--- config.mk ---
export PLATFORM = sky130hd
export DESIGN_NAME = mux16_rr_sched
export DESIGN_NICKNAME = d
export VERILOG_FILES = /design/src/rtl/mux_sched_pkg.sv /design/src/rtl/mux16to1.sv /design/src/rtl/rr_pick16.sv /design/src/rtl/mux16_rr_sched.sv
export SDC_FILE = /design/constraint.sdc
export NUM_CORES = 1
export LEC_CHECK = 0
export CAP_MARGIN = 25
export CORE_UTILIZATION = 66
export CTS_BUF_LIST = sky130_fd_sc_hd__clkbuf_4 sky130_fd_sc_hd__clkbuf_8
export DETAILED_ROUTE_END_ITERATION = 8
export PLACE_DENSITY = 0.9
export SLEW_MARGIN = 20
export SYNTH_ARGS = -nofsm -noshare
export SYNTH_HDL_FRONTEND = slang
export SYNTH_SLANG_ARGS = --single-unit
--- constraint.sdc ---
create_clock -name clk -period 8.1 [get_ports clk]
set_input_delay 1.62 -clock clk [delete_from_list [all_inputs] [get_ports clk]]
set_output_delay 1.62 -clock clk [all_outputs]
set_load 0.02 [all_outputs]
--- src/rtl/mux_sched_pkg.sv ---
// Shared constants, state type and helpers for the round-robin mux scheduler.
package mux_sched_pkg;

  localparam int N_CH  = 16;
  localparam int SEL_W = 4;

  typedef enum logic {
    IDLE  = 1'b0,
    GRANT = 1'b1
  } sched_state_t;

  function automatic logic [N_CH-1:0] onehot16(input logic [SEL_W-1:0] idx);
    logic [N_CH-1:0] vec;
    vec = '0;
    vec[idx] = 1'b1;
    return vec;
  endfunction

endpackage

--- src/rtl/mux16to1.sv ---
// Plain 16-to-1 bit multiplexer shared by all channels.
module mux16to1 (
  input  logic [15:0] in,
  input  logic [3:0]  sel,
  output logic        out
);

  assign out = in[sel];

endmodule

--- src/rtl/rr_pick16.sv ---
// Combinational round-robin picker: first set bit of vec scanning upward from start, wrapping 15 -> 0.
module rr_pick16
  import mux_sched_pkg::*;
(
  input  logic [N_CH-1:0]  vec,
  input  logic [SEL_W-1:0] start,
  output logic             found,
  output logic [SEL_W-1:0] idx
);

  // Offsets are added in SEL_W-bit arithmetic so the scan position wraps for free.
  always_comb begin
    found = 1'b0;
    idx   = start;
    for (int i = 0; i < N_CH; i++) begin
      if (!found && vec[start + SEL_W'(i)]) begin
        found = 1'b1;
        idx   = start + SEL_W'(i);
      end
    end
  end

endmodule

--- src/rtl/mux16_rr_sched.sv ---
// Round-robin scheduler that owns the 16-to-1 mux select, bounds each contended grant to MAX_HOLD cycles and registers the muxed bit.
module mux16_rr_sched
  import mux_sched_pkg::*;
#(
  parameter int unsigned MAX_HOLD = 4
) (
  input  logic             clk,
  input  logic             rst,
  input  logic [N_CH-1:0]  req,
  input  logic [N_CH-1:0]  in,
  output logic [SEL_W-1:0] sel,
  output logic [N_CH-1:0]  gnt,
  output logic             gnt_valid,
  output logic             out
);

  localparam logic [3:0] HoldMax = 4'(MAX_HOLD);

  sched_state_t     state_q, state_d;
  logic [SEL_W-1:0] sel_q, sel_d;
  logic [SEL_W-1:0] ptr_q, ptr_d;
  logic [3:0]       hold_q, hold_d;
  logic             out_q, out_d;

  logic [N_CH-1:0]  others;
  logic [SEL_W-1:0] nextPtr;
  logic             idleFound, nextFound;
  logic [SEL_W-1:0] idleIdx, nextIdx;
  logic             muxOut;

  assign others  = req & ~onehot16(sel_q);
  assign nextPtr = sel_q + SEL_W'(1);

  rr_pick16 u_pickIdle (
    .vec   (req),
    .start (ptr_q),
    .found (idleFound),
    .idx   (idleIdx)
  );

  // On release the search starts just past the current owner, which is also the new pointer.
  rr_pick16 u_pickNext (
    .vec   (others),
    .start (nextPtr),
    .found (nextFound),
    .idx   (nextIdx)
  );

  mux16to1 u_mux (
    .in  (in),
    .sel (sel_q),
    .out (muxOut)
  );

  always_ff @(posedge clk) begin
    if (rst) begin
      state_q <= IDLE;
      sel_q   <= '0;
      ptr_q   <= '0;
      hold_q  <= '0;
      out_q   <= 1'b0;
    end else begin
      state_q <= state_d;
      sel_q   <= sel_d;
      ptr_q   <= ptr_d;
      hold_q  <= hold_d;
      out_q   <= out_d;
    end
  end

  always_comb begin
    state_d = state_q;
    sel_d   = sel_q;
    ptr_d   = ptr_q;
    hold_d  = hold_q;
    out_d   = (state_q == GRANT) ? muxOut : out_q;
    unique case (state_q)
      IDLE: begin
        if (idleFound) begin
          state_d = GRANT;
          sel_d   = idleIdx;
          hold_d  = 4'd1;
        end
      end
      GRANT: begin
        // A lone requester may keep the mux indefinitely; hold_q just saturates.
        if (req[sel_q] && ((hold_q < HoldMax) || (others == '0))) begin
          if (hold_q < HoldMax) begin
            hold_d = hold_q + 4'd1;
          end
        end else begin
          ptr_d = nextPtr;
          if (nextFound) begin
            sel_d  = nextIdx;
            hold_d = 4'd1;
          end else begin
            state_d = IDLE;
            hold_d  = 4'd0;
          end
        end
      end
      default: begin
        state_d = IDLE;
      end
    endcase
  end

  always_comb begin
    gnt_valid = (state_q == GRANT);
    gnt       = gnt_valid ? onehot16(sel_q) : '0;
    sel       = sel_q;
    out       = out_q;
  end

endmodule
==> impl_metrics.env <==
export IMPL_grtUsageTotal_pct=45.48
export IMPL_cellPowerDensity_mw_per_mm2=500.8
export IMPL_vias=7113
export IMPL_clk_latency_ns=0.25
export IMPL_cts_setup_buffers=0
export IMPL_h_tree_depth=1
export IMPL_vias_per_cell=7.930
export IMPL_reg2reg_slack_ns=2.38
export IMPL_timing_fmax_mhz=174.8
export IMPL_drt_first_pass_iters=7
export IMPL_whs_endpoint="hold_q[2]"
export IMPL_p_int_mw=1.336
export IMPL_peakVddDrop_uv=345.8
export IMPL_clockBufferDepth=2
export IMPL_status="finished, final reports clean"
export IMPL_synth_area_mm2=0.006228
export IMPL_post_route_period_util_pct=70.61
export IMPL_worst_slew_pin_slew_ns=1.031
export IMPL_synth_top_cells_by_count="nor2_1 (85), nand2_1 (66), mux4_2 (54)"
export IMPL_postSynthCellCount=779
export IMPL_finalNetCount=838
export IMPL_start_util_pct=67.73
export IMPL_grt_use_met2_pct=71.49
export IMPL_std_cell_rows=35
export IMPL_ctsRootBufferMaster="clkbuf_8"
export IMPL_wl_per_cell_um=24.98
export IMPL_combinationalPowerShare_pct=94.4
export IMPL_seqPwrFrac_pct=3.6
export IMPL_ant_nets=0
export IMPL_p_sw_share_pct=60.41
export IMPL_setup_tns_ns=0
export IMPL_maxCapViolCount=0
export IMPL_postCtsResizedCells=0
export IMPL_synthFlopType="dfxtp_1"
export IMPL_num_antenna_cells=0
export IMPL_drive_above_1_share_pct=15.01
export IMPL_use_met3_pct=9.276
export IMPL_ys_ff_latch=14
export IMPL_worstPathArrival_ns=5.87
export IMPL_slew_violations=0
export IMPL_grt_pass1_vias=6571
export IMPL_fin_crit_ns=5.719
export IMPL_grt_max_degree=54
export IMPL_final_util_pct=73.27
export IMPL_drtIter0Drc=849
export IMPL_start_kind="flop"
export IMPL_synth_top_area_share_pct=19.53
export IMPL_synth_largest_area_cell="mux4_2"
export IMPL_dp_hpwl_mm=16.69
export IMPL_io_buffers=55
export IMPL_min_path_type="flop to flop"
export IMPL_r2r_cells=13
export IMPL_netSwitchingPower_mw=2.038
export IMPL_clk_pin_slew_ns=0.06
export IMPL_crit_start="ptr_q[0]"
export IMPL_crit_required_ns=8.25
export IMPL_yosysMostFrequentCell="nor2_1"
export IMPL_dpl_cell_count=893
export IMPL_r2r_start="ptr_q[0]"
export IMPL_gp_congestion=1.020
export IMPL_postSynthAreaPerCell_um2=7.995
export IMPL_synth_edf_count=0
export IMPL_cts_hold_buf=0
export IMPL_synthTopCellsByArea="mux4_2 (20%), mux2i_1 (5.9%), nor2_1 (5.1%)"
export IMPL_core_area_mm2=0.009196
export IMPL_grt_pass1_wl_mm=35.29
export IMPL_routed_wl_mm=22.41
export IMPL_synthArstFlopShare_pct=0
export IMPL_numCtsBuffers=3
export IMPL_syn_to_final_growth_pct=8.176
export IMPL_setup_violations=0
export IMPL_fin_cells=897
export IMPL_synth_distinct_cells=92
export IMPL_gr_max_usage_layer="met2"
export IMPL_total_power_mw=3.374
export IMPL_holdPathStages=2
export IMPL_drc_errors=0
export IMPL_die_y_um=99.15
export IMPL_io_pin_count=56
export IMPL_cts_sinks=14
export IMPL_finalClockSkew_ns=0.004906
export IMPL_dieArea_mm2=0.009830
export IMPL_rsz0062_at_grt="no"
export IMPL_cts_tree="built"
export IMPL_crit_fanout=20
export IMPL_min_from="hold_q[2]"
export IMPL_grt_ovfl_total=0
export IMPL_synth_nets=830
export IMPL_reg2reg_to="sel[3]"
export IMPL_endpoint_kind="flop"
export IMPL_clkPwrFrac_pct=2.0
export IMPL_critical_path_class="flop to flop"
export IMPL_grt_use_met1_pct=62.22
export IMPL_slew_headroom_pct=30.79
export IMPL_hold_viol_final=0
export IMPL_yosys_warnings=0
export IMPL_yosysSeqAreaShare_pct=4.500
export IMPL_die_w_um=99.15
export IMPL_cellLeakagePower_nw=2.380
export IMPL_antenna_found_initial=0
-- critical path, cell delays in order (launching register included) --
cell and delay [ns]:
dfxtp_1 0.97, inv_1 0.54, ha_1 0.88, mux4_1 0.66
mux2_2 0.34, mux2i_2 0.37, nand2b_1 0.33, nor4_4 0.48
a211oi_1 0.10, nand2_1 0.09, a21oi_1 0.07, a2111oi_0 0.48
o311ai_1 0.17, o32ai_1 0.12
-- metal layers --
layer | part of all wire [%] | wire [µm]
met2 | 44 | 9810
met3 | 15 | 3253
met1 | 37 | 8290
met5 | 0 | 0
met4 | 4.7 | 1054
-- power by group through the flow --
stage	Clock, mW	Combinational [mW]	Sequential [mW]
2_1_floorplan	0	2.33	0.108
3_3_place_gp	0	2.97	0.120
3_5_place_dp	0	3.03	0.121
4_1_cts	0.0682	3.04	0.120
5_1_grt	0.0736	3.35	0.124
6_report	0.0682	3.18	0.122
-- sequential cells by signal, summed over array words and instances, names as in the netlist --
name / flops
out: 1
hold_q: 4
ptr_q: 4
sel: 4
gnt_valid: 1
-- placed cells by master, fill, tap and decap left out, types with 19 or more instances in the layout --
cell / n
o22ai_1: 20
nand2_1: 66
nand3_1: 23
mux2i_1: 37
xnor2_1: 20
nor3_1: 19
o21ai_0: 29
mux4_2: 54
a21oi_1: 40
clkdlybuf4s50_1: 55
inv_1: 26
nor2_1: 85
-- metrics by stage --
step	area, µm²	hold WS (ns)	setup WS (ns)
floorplan	6228	0.4319	3.549
global placement	6683	0.4404	2.518
detailed placement	6683	0.4607	2.426
CTS	6738	0.4686	2.422
global route	6738	0.5131	1.944
finish	6738	0.4669	2.381
-- layout make-up --
| class | count | area (µm²) |
|---|---|---|
| clock buffer | 4 | 55.05 |
| fill | 729 | 2459 |
| inverter | 31 | 116.4 |
| multi-input combinational | 670 | 5505 |
| sequential | 14 | 281.5 |
| tap | 111 | 138.9 |
| timing repair buffer | 67 | 640.6 |
-- cells by family after synthesis --
group	share of synthesized area, %
XOR/XNOR	4.560
AND/OR/NAND/NOR	24.81
multiplexers	29.79
AO/OA/AOI/OAI	25.81
buffers and inverters	7.111
flip-flops	4.500
adder cells (fa/ha/maj)	3.415
-- worst max-delay path by stage --
| stage | endpoint | slack [ns] | depth (start not counted) |
|---|---|---|---|
| floorplan | sel[1] | 3.55 | 13 |
| CTS | sel[3] | 2.42 | 13 |
| finish | sel[3] | 2.38 | 13 |
| global route | sel[3] | 1.94 | 13 |
| detailed placement | sel[3] | 2.43 | 13 |
| global placement | sel[3] | 2.52 | 13 |
Note: power is estimated with default switching activity, not from simulation.
